File: src/rtl/mem_access_unit.sv
// -----------------------------------------------------------------------------
// mem_access_unit
//   Load/store engine placed after the controller's memory-access stage.
//   A rising edge on (MemRead | MemWrite) in IDLE starts one req/ack
//   transaction on the data-memory port. For stores it builds the byte strobes
//   and lane-replicated data (SB/SH/SW). For loads it selects a byte or halfword
//   lane and sign- or zero-extends it (LB/LBU/LH/LHU/LW).
//
//   Parameter TIMEOUT_CYC : number of REQ cycles without mem_ack before the
//                           request is abandoned with err=1 (0 = wait forever).
//   Macro MEM_ALIGN_CHECK_EN : when defined, a misaligned halfword or word
//                           access is refused without touching memory and
//                           completes with err=1.
// -----------------------------------------------------------------------------
module mem_access_unit #(
    parameter int unsigned TIMEOUT_CYC = 16
) (
    input  logic        clk,
    input  logic        rstn,
    input  logic        MemRead,
    input  logic        MemWrite,
    input  logic [2:0]  extmode1,
    input  logic [2:0]  extmode2,
    input  logic [31:0] addr,
    input  logic [31:0] wdata,
    output logic        mem_req,
    output logic        mem_we,
    output logic [31:0] mem_addr,
    output logic [3:0]  mem_wstrb,
    output logic [31:0] mem_wdata,
    input  logic [31:0] mem_rdata,
    input  logic        mem_ack,
    output logic [31:0] rdata,
    output logic        busy,
    output logic        done,
    output logic        err
);

    // Load modes (extmode1)
    localparam logic [2:0] LD_W  = 3'b000;
    localparam logic [2:0] LD_B  = 3'b001;
    localparam logic [2:0] LD_BU = 3'b010;
    localparam logic [2:0] LD_H  = 3'b011;
    localparam logic [2:0] LD_HU = 3'b100;

    // Store modes (extmode2); any other code behaves as a word store
    localparam logic [2:0] ST_W = 3'b000;
    localparam logic [2:0] ST_B = 3'b010;
    localparam logic [2:0] ST_H = 3'b100;

    // The counter only needs to reach TIMEOUT_CYC-1: that value marks the last REQ cycle.
    localparam int unsigned    CNT_W    = (TIMEOUT_CYC > 1) ? $clog2(TIMEOUT_CYC) : 1;
    localparam logic [CNT_W-1:0] CNT_LAST = (TIMEOUT_CYC > 0) ? CNT_W'(TIMEOUT_CYC - 1) : '0;

    typedef enum logic [1:0] {
        S_IDLE = 2'd0,
        S_REQ  = 2'd1,
        S_DONE = 2'd2
    } state_e;

    state_e             state_q,  state_d;
    logic               strb_q;               // strobe level seen last cycle
    logic [CNT_W-1:0]   cnt_q,    cnt_d;
    logic               err_q,    err_d;
    logic               we_q,     we_d;
    logic [31:0]        addr_q,   addr_d;
    logic [3:0]         wstrb_q,  wstrb_d;
    logic [31:0]        wdata_q,  wdata_d;
    logic [2:0]         lmode_q,  lmode_d;
    logic [1:0]         loff_q,   loff_d;
    logic [31:0]        rdata_q,  rdata_d;

    logic               strobe;
    logic               trigger;
    logic               misalign;
    logic               last_cycle;

    // Byte enables for a store of the given mode at the given byte offset.
    function automatic logic [3:0] store_strb(input logic [2:0] mode, input logic [1:0] off);
        logic [3:0] s;
        case (mode)
            ST_B:    s = 4'b0001 << off;
            ST_H:    s = 4'b0011 << {off[1], 1'b0};
            default: s = 4'b1111;
        endcase
        return s;
    endfunction

    // Store data replicated into every lane so the strobes alone pick the target bytes.
    function automatic logic [31:0] store_data(input logic [2:0] mode, input logic [31:0] d);
        logic [31:0] r;
        case (mode)
            ST_B:    r = {4{d[7:0]}};
            ST_H:    r = {2{d[15:0]}};
            default: r = d;
        endcase
        return r;
    endfunction

    // Lane select and extension of a returned memory word.
    function automatic logic [31:0] load_ext(input logic [2:0] mode, input logic [1:0] off,
                                             input logic [31:0] word);
        logic [7:0]  b;
        logic [15:0] h;
        logic [31:0] r;
        case (off)
            2'd0:    b = word[7:0];
            2'd1:    b = word[15:8];
            2'd2:    b = word[23:16];
            default: b = word[31:24];
        endcase
        h = off[1] ? word[31:16] : word[15:0];
        case (mode)
            LD_B:    r = {{24{b[7]}}, b};
            LD_BU:   r = {24'd0, b};
            LD_H:    r = {{16{h[15]}}, h};
            LD_HU:   r = {16'd0, h};
            default: r = word;
        endcase
        return r;
    endfunction

    assign strobe     = MemRead | MemWrite;
    assign trigger    = (state_q == S_IDLE) && strobe && !strb_q;
    assign last_cycle = (TIMEOUT_CYC > 0) && (cnt_q == CNT_LAST);

`ifdef MEM_ALIGN_CHECK_EN
    // Flag a halfword access on an odd address or a word access off a word boundary.
    always_comb begin
        logic is_half;
        logic is_byte;
        if (MemWrite) begin
            is_half = (extmode2 == ST_H);
            is_byte = (extmode2 == ST_B);
        end else begin
            is_half = (extmode1 == LD_H) || (extmode1 == LD_HU);
            is_byte = (extmode1 == LD_B) || (extmode1 == LD_BU);
        end
        if (is_half)
            misalign = addr[0];
        else
            misalign = !is_byte && (addr[1:0] != 2'b00);
    end
`else
    // Without the check, halfwords use addr[1] only and words ignore addr[1:0].
    assign misalign = 1'b0;
`endif

    // Next-state logic: trigger decode, request capture, ack/timeout handling.
    always_comb begin
        // NOTE: every variable gets its hold value first, so no path through the case infers a latch.
        state_d = state_q;
        cnt_d   = cnt_q;
        err_d   = err_q;
        we_d    = we_q;
        addr_d  = addr_q;
        wstrb_d = wstrb_q;
        wdata_d = wdata_q;
        lmode_d = lmode_q;
        loff_d  = loff_q;
        rdata_d = rdata_q;

        case (state_q)
            S_IDLE: begin
                if (trigger) begin
                    if ((MemRead && MemWrite) || misalign) begin
                        // Refused: no request, report the error on the next cycle.
                        state_d = S_DONE;
                        err_d   = 1'b1;
                    end else begin
                        state_d = S_REQ;
                        cnt_d   = '0;
                        err_d   = 1'b0;
                        we_d    = MemWrite;
                        addr_d  = {addr[31:2], 2'b00};
                        wstrb_d = MemWrite ? store_strb(extmode2, addr[1:0]) : 4'b0000;
                        wdata_d = MemWrite ? store_data(extmode2, wdata) : 32'd0;
                        lmode_d = extmode1;
                        loff_d  = addr[1:0];
                    end
                end
            end
            S_REQ: begin
                if (mem_ack) begin
                    // An ack in the last counted cycle still completes normally.
                    state_d = S_DONE;
                    err_d   = 1'b0;
                    if (!we_q)
                        rdata_d = load_ext(lmode_q, loff_q, mem_rdata);
                end else if (last_cycle) begin
                    state_d = S_DONE;
                    err_d   = 1'b1;
                end else begin
                    cnt_d = cnt_q + CNT_W'(1);
                end
            end
            S_DONE: begin
                state_d = S_IDLE;
            end
            default: begin
                state_d = S_IDLE;
            end
        endcase
    end

    // State and datapath registers; the strobe history resets high so a
    // strobe already asserted when reset releases does not start an access.
    always_ff @(posedge clk or negedge rstn) begin
        if (!rstn) begin
            state_q <= S_IDLE;
            strb_q  <= 1'b1;
            cnt_q   <= '0;
            err_q   <= 1'b0;
            we_q    <= 1'b0;
            addr_q  <= 32'd0;
            wstrb_q <= 4'b0000;
            wdata_q <= 32'd0;
            lmode_q <= LD_W;
            loff_q  <= 2'd0;
            rdata_q <= 32'd0;
        end else begin
            // NOTE: sequential state uses non-blocking assignments so every register samples pre-edge values.
            state_q <= state_d;
            strb_q  <= strobe;
            cnt_q   <= cnt_d;
            err_q   <= err_d;
            we_q    <= we_d;
            addr_q  <= addr_d;
            wstrb_q <= wstrb_d;
            wdata_q <= wdata_d;
            lmode_q <= lmode_d;
            loff_q  <= loff_d;
            rdata_q <= rdata_d;
        end
    end

    // Outputs come straight from registers, so an asynchronous reset clears mem_req at once.
    assign mem_req   = (state_q == S_REQ);
    assign mem_we    = we_q;
    assign mem_addr  = addr_q;
    assign mem_wstrb = wstrb_q;
    assign mem_wdata = wdata_q;
    assign rdata     = rdata_q;
    assign busy      = (state_q != S_IDLE);
    assign done      = (state_q == S_DONE);
    assign err       = (state_q == S_DONE) && err_q;

endmodule

File: config.mk
export PLATFORM = sky130hd
export DESIGN_NAME = mem_access_unit
export DESIGN_NICKNAME = d
export VERILOG_FILES = /design/src/rtl/mem_access_unit.sv
export SDC_FILE = /design/constraint.sdc
export NUM_CORES = 1
export LEC_CHECK = 0
export ABC_AREA = 1
export CORE_ASPECT_RATIO = 2
export CORE_MARGIN = 2
export CORE_UTILIZATION = 45
export CTS_CLUSTER_DIAMETER = 60
export DETAILED_ROUTE_END_ITERATION = 8
export PLACE_DENSITY = 0.82
export SLEW_MARGIN = 40
export SYNTH_ARGS = -nofsm -noshare
export SYNTH_HDL_FRONTEND = slang
export SYNTH_SLANG_ARGS = --single-unit
export TNS_END_PERCENT = 100
File: constraint.sdc
create_clock -name clk -period 1.7 [get_ports clk]
set_input_delay 0.255 -clock clk [delete_from_list [all_inputs] [get_ports clk]]
set_output_delay 0.255 -clock clk [all_outputs]
set_load 0.05 [all_outputs]
==> results of run 1 <==
path summary, 6_finish.rpt:
path                                                 from                        end  slack [ns]  cells after the start
worst max-delay path               state_q[1]$_DFFE_PN0P_                    mem_req        0.12                      3
worst min-delay path                                 rstn      rdata[17]$_DFFE_PN0P_        0.31                      2
max in group asynchronous                            rstn       rdata[2]$_DFFE_PN0P_        0.80                      3
min in group clk                                 addr[30]   mem_addr[30]$_DFFE_PN0P_        0.45                      3
worst max register to register     state_q[1]$_DFFE_PN0P_  mem_wdata[16]$_DFFE_PN0P_        0.14                      7
worst min register to register  mem_wdata[31]$_DFFE_PN0P_  mem_wdata[31]$_DFFE_PN0P_        0.48                      2
cell type report:
cell class                 count  area share
sequential                   112       0.335
multi-input combinational    582       0.302
timing repair buffer         248       0.266
inverter                      89      0.0399
clock buffer                  10      0.0273
tap                          152      0.0227
clock inverter                 6     0.00702
power groups by stage:
| stage | clock, uW | sequential, uW | combinational (uW) |
|---|---|---|---|
| after floorplan | 0 | 7880 | 3690 |
| after global placement | 0 | 4520 | 10300 |
| after detailed placement | 0 | 4540 | 10500 |
| after CTS | 2120 | 4520 | 10500 |
| after global routing | 2240 | 4660 | 11200 |
| final | 2060 | 4520 | 10500 |
cells in the mapped netlist (3+ instances only):
master / n
nand2_2: 3
nand2_1: 295
o211ai_1: 8
dfrtp_1: 111
inv_1: 85
inv_2: 4
buf_4: 6
nor2_1: 111
nand3_1: 58
o21ai_1: 3
a21oi_1: 14
o21ai_0: 60
nand4_1: 3
a21oi_2: 3
buf_6: 3
nand3b_1: 7
clkbuf_1: 14
buf_2: 19
cells by family (layout without fill, tap and decap cells):
| family | count (synthesis) | in the layout | share of synthesized area |
|---|---|---|---|
| AOI/OAI and AO/OA | 93 | 93 | 0.0870 |
| adders and majority gates | 1 | 1 | 0.00213 |
| buffers and inverters | 131 | 353 | 0.0953 |
| DFF | 112 | 112 | 0.477 |
| other | 1 | 2 | 0.000637 |
| and+or+nand+nor | 486 | 486 | 0.338 |
flip-flops by register name, summed over array words and instances, names as in the netlist, 2 cells and up:
| name | cells |
|---|---|
| loff_q | 2 |
| state_q | 2 |
| cnt_q | 4 |
| rdata | 32 |
| lmode_q | 3 |
| mem_addr | 30 |
| mem_wdata | 32 |
| mem_wstrb | 4 |
critical path, delay by kind of cell (launching register included):
family	cells	cell delay (ns)
flops	1	0.46
buf+inv	2	0.30
simple gates	1	0.23
stage by stage:
stage,hold slack (ns),worst slack [ns],setup TNS (ns),std cells
final,0.309,0.115,0,1199
after global routing,0.318,0.00983,0,1199
after CTS,0.305,0.0878,0,1199
after detailed placement,0.135,-0.0558,-0.245,1182
after global placement,0.139,-0.0199,-0.0674,1182
after floorplan,-0.0406,0.0375,0,825
layer usage:
metal | vias to the layer above | GRT usage
met4 | 0 | 0.151
li1 | 2985 | -
met5 | - | 0
met3 | 59 | 0.0384
met2 | 218 | 0.476
met1 | 2758 | 0.264
what timing repair did:
action	4_1_cts	5_1_grt
endpoints found under the hold margin	11	0
endpoints found under the setup margin	0	6
hold buffers	1	0
gates resized for setup	0	2
setup buffers	0	0
cell usage in the layout, fill, tap and decap left out, types with 2 or more instances in the layout:
cell type and n:
nand2_1 295, buf_4 133, nor2_1 111, dfrtp_1 111, clkdlybuf4s50_1 105, inv_1 85, o21ai_0 60, nand3_1 58
a21oi_1 14, clkbuf_16 9, o211ai_1 8, buf_12 8, nand3b_1 7, inv_2 4, o21ai_1 3, nand4_1 3
a21oi_2 3, nor2_4 2, nand2_2 2, nand3_4 2, or2_2 2, a21o_1 2, conb_1 2, inv_6 2
==> impl_metrics.env, run 1 <==
export IMPL_status="complete, no violations"
export IMPL_clkPwrFrac=0.121
export IMPL_dieArea_mm2=0.0141
export IMPL_timing_fmax_ghz=0.631
export IMPL_worstSetupEndpointType="output pin"
export IMPL_wl_met1_um=6020
export IMPL_finalPower_uw=17000
export IMPL_hold_path_class="primary input to asynchronous set/reset pin"
export IMPL_final_min_clock_period_ns=1.58
export IMPL_portBuffers=209
export IMPL_clock_skew_ns=0.0127
export IMPL_cts_buffers=9
export IMPL_cts_clk_slew_worst_paths_ns=0.08
export IMPL_fillers=1166
export IMPL_p_sw_frac=0.525
export IMPL_ctsRootBufferMaster="clkbuf_16"
export IMPL_p_int_uw=8100
export IMPL_synth_main_ff_cell="dfrtp_1"
export IMPL_num_io_pins=212
export IMPL_ys_ff_latch=112
export IMPL_n_antenna_cell=0
export IMPL_rows=59
export IMPL_cts_max_path_buffers=2
export IMPL_drt_wirelength_per_cell_um=14.9
export IMPL_postSynthCellCount=824
export IMPL_grt_pass1_vias=5829
export IMPL_cpPeakStageDelay_ns=0.46
export IMPL_area_delta_synth_final_pct=42.4
export IMPL_place_hpwl_um=14100
export IMPL_regArea_mm2=0.00280
export IMPL_htree_levels=3
export IMPL_min_period_over_period=0.932
export IMPL_grt_pass1_wl_um=28800
export IMPL_combPwrFrac=0.614
export IMPL_vdd_ir_drop_max_mv=1.36
export IMPL_first_pass_iters=4
export IMPL_crit_path_start_kind="flop"
export IMPL_top_layer="met4"
export IMPL_setup_viol=0
export IMPL_power_frac_seq=0.265
export IMPL_placed_area_mm2=0.00807
export IMPL_post_route_util=0.649
export IMPL_seq_area_frac_synth=0.477
export IMPL_gp_congestion=0.959
export IMPL_wl_met2_um=9980
export IMPL_globalRouteTotalUtil=0.257
export IMPL_synthArstFlopShare=1.00
export IMPL_crit_type="flop to output pin"
export IMPL_coreArea_mm2=0.0129
export IMPL_avgSynthCellArea_um2=7.14
export IMPL_crit_chain="nor2_4 -> buf_4 -> buf_12"
export IMPL_design_area_mm2=0.00838
export IMPL_die_x_um=84.9
export IMPL_required_ns=1.44
export IMPL_critPathMaxFanout=7
export IMPL_vias=6020
export IMPL_viasPerCell=5.02
export IMPL_yosys_warnings=0
export IMPL_max_cap_violations=0
export IMPL_start_util=0.455
export IMPL_clock_sinks=112
export IMPL_multi_input_area_mm2=0.00253
export IMPL_die_h_um=166
export IMPL_cts_tree="done"
export IMPL_critPathArrivalTime_ns=1.33
export IMPL_wl_met3_um=804
export IMPL_clock_latency_ns=0.34
export IMPL_grt_ovfl_total=0
export IMPL_synth_area_leader_cell="dfrtp_1"
export IMPL_drv_slew=0
export IMPL_antenna_found_initial=0
export IMPL_synth_edf_count=0
export IMPL_ys_types=30
export IMPL_hold_viol=0
export IMPL_drtIter0Drc=246
export IMPL_p_per_area_mw_per_mm2=2030
export IMPL_routed_wl_um=17900
export IMPL_grt_max_degree=43
export IMPL_p_switching_uw=8930
export IMPL_final_nets=1150
export IMPL_synth_top_area_frac=0.472
export IMPL_layout_drive_gt1_share=0.170
export IMPL_synth_area_leaders="dfrtp_1 (47%), nand2_1 (19%), nor2_1 (7.1%)"
export IMPL_synthesis_area_mm2=0.00588
export IMPL_rsz0062_at_grt="no"
export IMPL_p_leak_uw=0.00451
export IMPL_drc=0
export IMPL_slowest_stage="dfrtp_1"
export IMPL_drtAntennaViolNets=0
Note: power is estimated with default switching activity, not from simulation.
==> inputs of run 2 (changes only) <==
Settings changed: REMOVE_ABC_BUFFERS set to 1.
==> run 2 against run 1 <==
  * Sequential power about the same
  * Hold slack better by 0.069 ns
  * Sequential share of layout area shrank 0.12 points
  * Clock power is 17% higher
  * Global-route usage decreased by 0.94 points
  * Combinational power barely moved
  * Count of clock-buffer cells in the layout decreased by 1
  * Non-clock buffer count down 8
  * Via count is 1.3% lower
  * Flip-flop and latch count is the same
  * Critical path type unchanged
  * Largest cell class unchanged
==> impl_metrics.env, run 2 (same netlist as run 1, synthesis figures left out) <==
export IMPL_placed_cells=1174
export IMPL_design_area_mm2=0.00842
export IMPL_num_io_pins=212
export IMPL_htree_levels=3
export IMPL_portBuffers=209
export IMPL_clock_sinks=112
export IMPL_n_antenna_cell=0
export IMPL_grtUsageMet1=0.266
export IMPL_grt_ovfl_total=0
export IMPL_critPathMaxFanout=4
export IMPL_cts_buffers=9
export IMPL_hold_viol=0
export IMPL_first_pass_iters=5
export IMPL_layout_setup_ws_ns=0.0469
export IMPL_status="complete, no violations"
export IMPL_grt_use_met3=0.0438
export IMPL_grt_pass1_vias=5898
export IMPL_routed_wl_um=17100
export IMPL_rsz0062_at_grt="no"
export IMPL_worstRegToRegCells=7
export IMPL_drtAntennaViolNets=0
export IMPL_r2r_end="mem_wstrb[1]$_DFFE_PN0P_"
export IMPL_worstSetupEndpointType="output pin"
export IMPL_drc=0
export IMPL_vdd_ir_drop_max_mv=1.17
export IMPL_crit_path_start_kind="flop"
export IMPL_place_hpwl_um=13000
export IMPL_grt_max_degree=71
export IMPL_dp_slack_ns=-0.0609
export IMPL_coreArea_mm2=0.0129
export IMPL_busiest_layer="met2"
export IMPL_hold_path_class="primary input to asynchronous set/reset pin"
export IMPL_ctsRootBufferMaster="clkbuf_16"
export IMPL_grt_pass1_wl_um=28100
export IMPL_start_util=0.455
export IMPL_placed_area_mm2=0.00805
export IMPL_rrSetupSlack_ns=0.19
export IMPL_final_nets=1142
export IMPL_cts_max_path_buffers=2
export IMPL_drt_wirelength_per_cell_um=14.3
export IMPL_required_ns=1.44
export IMPL_min_period_over_period=0.972
export IMPL_final_min_clock_period_ns=1.65
export IMPL_cts_clk_slew_worst_paths_ns=0.09
export IMPL_max_cap_violations=0
export IMPL_globalRouteTotalUtil=0.247
export IMPL_drtIter0Drc=261
export IMPL_p_per_area_mw_per_mm2=2060
export IMPL_crit_type="flop to output pin"
export IMPL_timing_fmax_ghz=0.605
export IMPL_rows=59
export IMPL_vias=5941
export IMPL_die_x_um=84.9
export IMPL_p_leak_uw=0.00452
export IMPL_cts_tree="done"
export IMPL_drv_slew=0
export IMPL_viasPerCell=4.99
export IMPL_dieArea_mm2=0.0141
export IMPL_cts_setup_buffers=0
export IMPL_clock_latency_ns=0.35
export IMPL_grt_use_met2=0.459
export IMPL_antenna_found_initial=0
export IMPL_critPathArrivalTime_ns=1.40
export IMPL_gp_congestion=0.877
export IMPL_die_h_um=166
export IMPL_area_delta_synth_final_pct=43.1
export IMPL_layout_commonest_cell="nand2_1"
export IMPL_final_cells=1191
export IMPL_setup_viol=0
export IMPL_rr_startpoint="state_q[1]$_DFFE_PN0P_"
export IMPL_layout_cells_most_common_list="nand2_1 (294), buf_4 (123), nor2_1 (110)"
export IMPL_layout_drive_gt1_share=0.168
export IMPL_clock_skew_ns=0.0127
## run 2: repair_timing
item | CTS | global route
resized for setup | 1 | 4
endpoints found under the setup margin | 1 | 21
gates cloned | 0 | 0
endpoints found under the hold margin | 25 | 0
hold buffers | 1 | 0
## run 2: worst max-delay path, cell delays in order, from the launching register on
cell,delay (ns)
dfrtp_1,0.38
buf_4,0.15
inv_1,0.06
nor3_2,0.29
buf_12,0.18
## run 2: how the worst max path moves through the flow
stage	from	to	slack [ns]
finish	state_q[1]$_DFFE_PN0P_	err	0.05
global route	state_q[1]$_DFFE_PN0P_	err	0.002
CTS	state_q[1]$_DFFE_PN0P_	err	0.08
detailed placement	MemRead	mem_addr[26]$_DFFE_PN0P_	-0.06
global placement	MemRead	lmode_q[0]$_DFFE_PN0P_	-0.01
floorplan	state_q[1]$_DFFE_PN0P_	lmode_q[0]$_DFFE_PN0P_	-0.38
## run 2: metrics by stage
step / power [uW] / TNS (ns) / hold WS (ns) / util
2_1_floorplan: 11200 / -29.31 / -0.0406 / -
3_3_place_gp: 14800 / -0.0335 / 0.203 / 0.623
3_5_place_dp: 15000 / -0.862 / 0.207 / 0.623
4_1_cts: 17500 / 0 / 0.360 / 0.651
5_1_grt: 18500 / 0 / 0.383 / 0.652
6_report: 17400 / 0 / 0.377 / 0.652
## run 2: report_power, final
group	internal, uW	total [uW]	leakage [uW]	switching [uW]
registers	3790	4530	0.00142	742
logic	3280	10400	0.00293	7130
clock network	1350	2420	0.000170	1080
total	8410	17400	0.00452	8940
## run 2: per-layer routing
metal,up-vias,part of all wire
met2,228,0.56
met3,49,0.051
met5,-,0
met4,0,0.036
li1,2959,-
met1,2705,0.35
## run 2: final cells by class
type | count | area [um^2]
timing repair buffer | 240 | 2200
clock buffer | 9 | 225
inverter | 89 | 334
sequential | 112 | 2810
multi-input combinational | 582 | 2530
clock inverter | 7 | 124
tap | 152 | 190
fill | 1118 | 4500
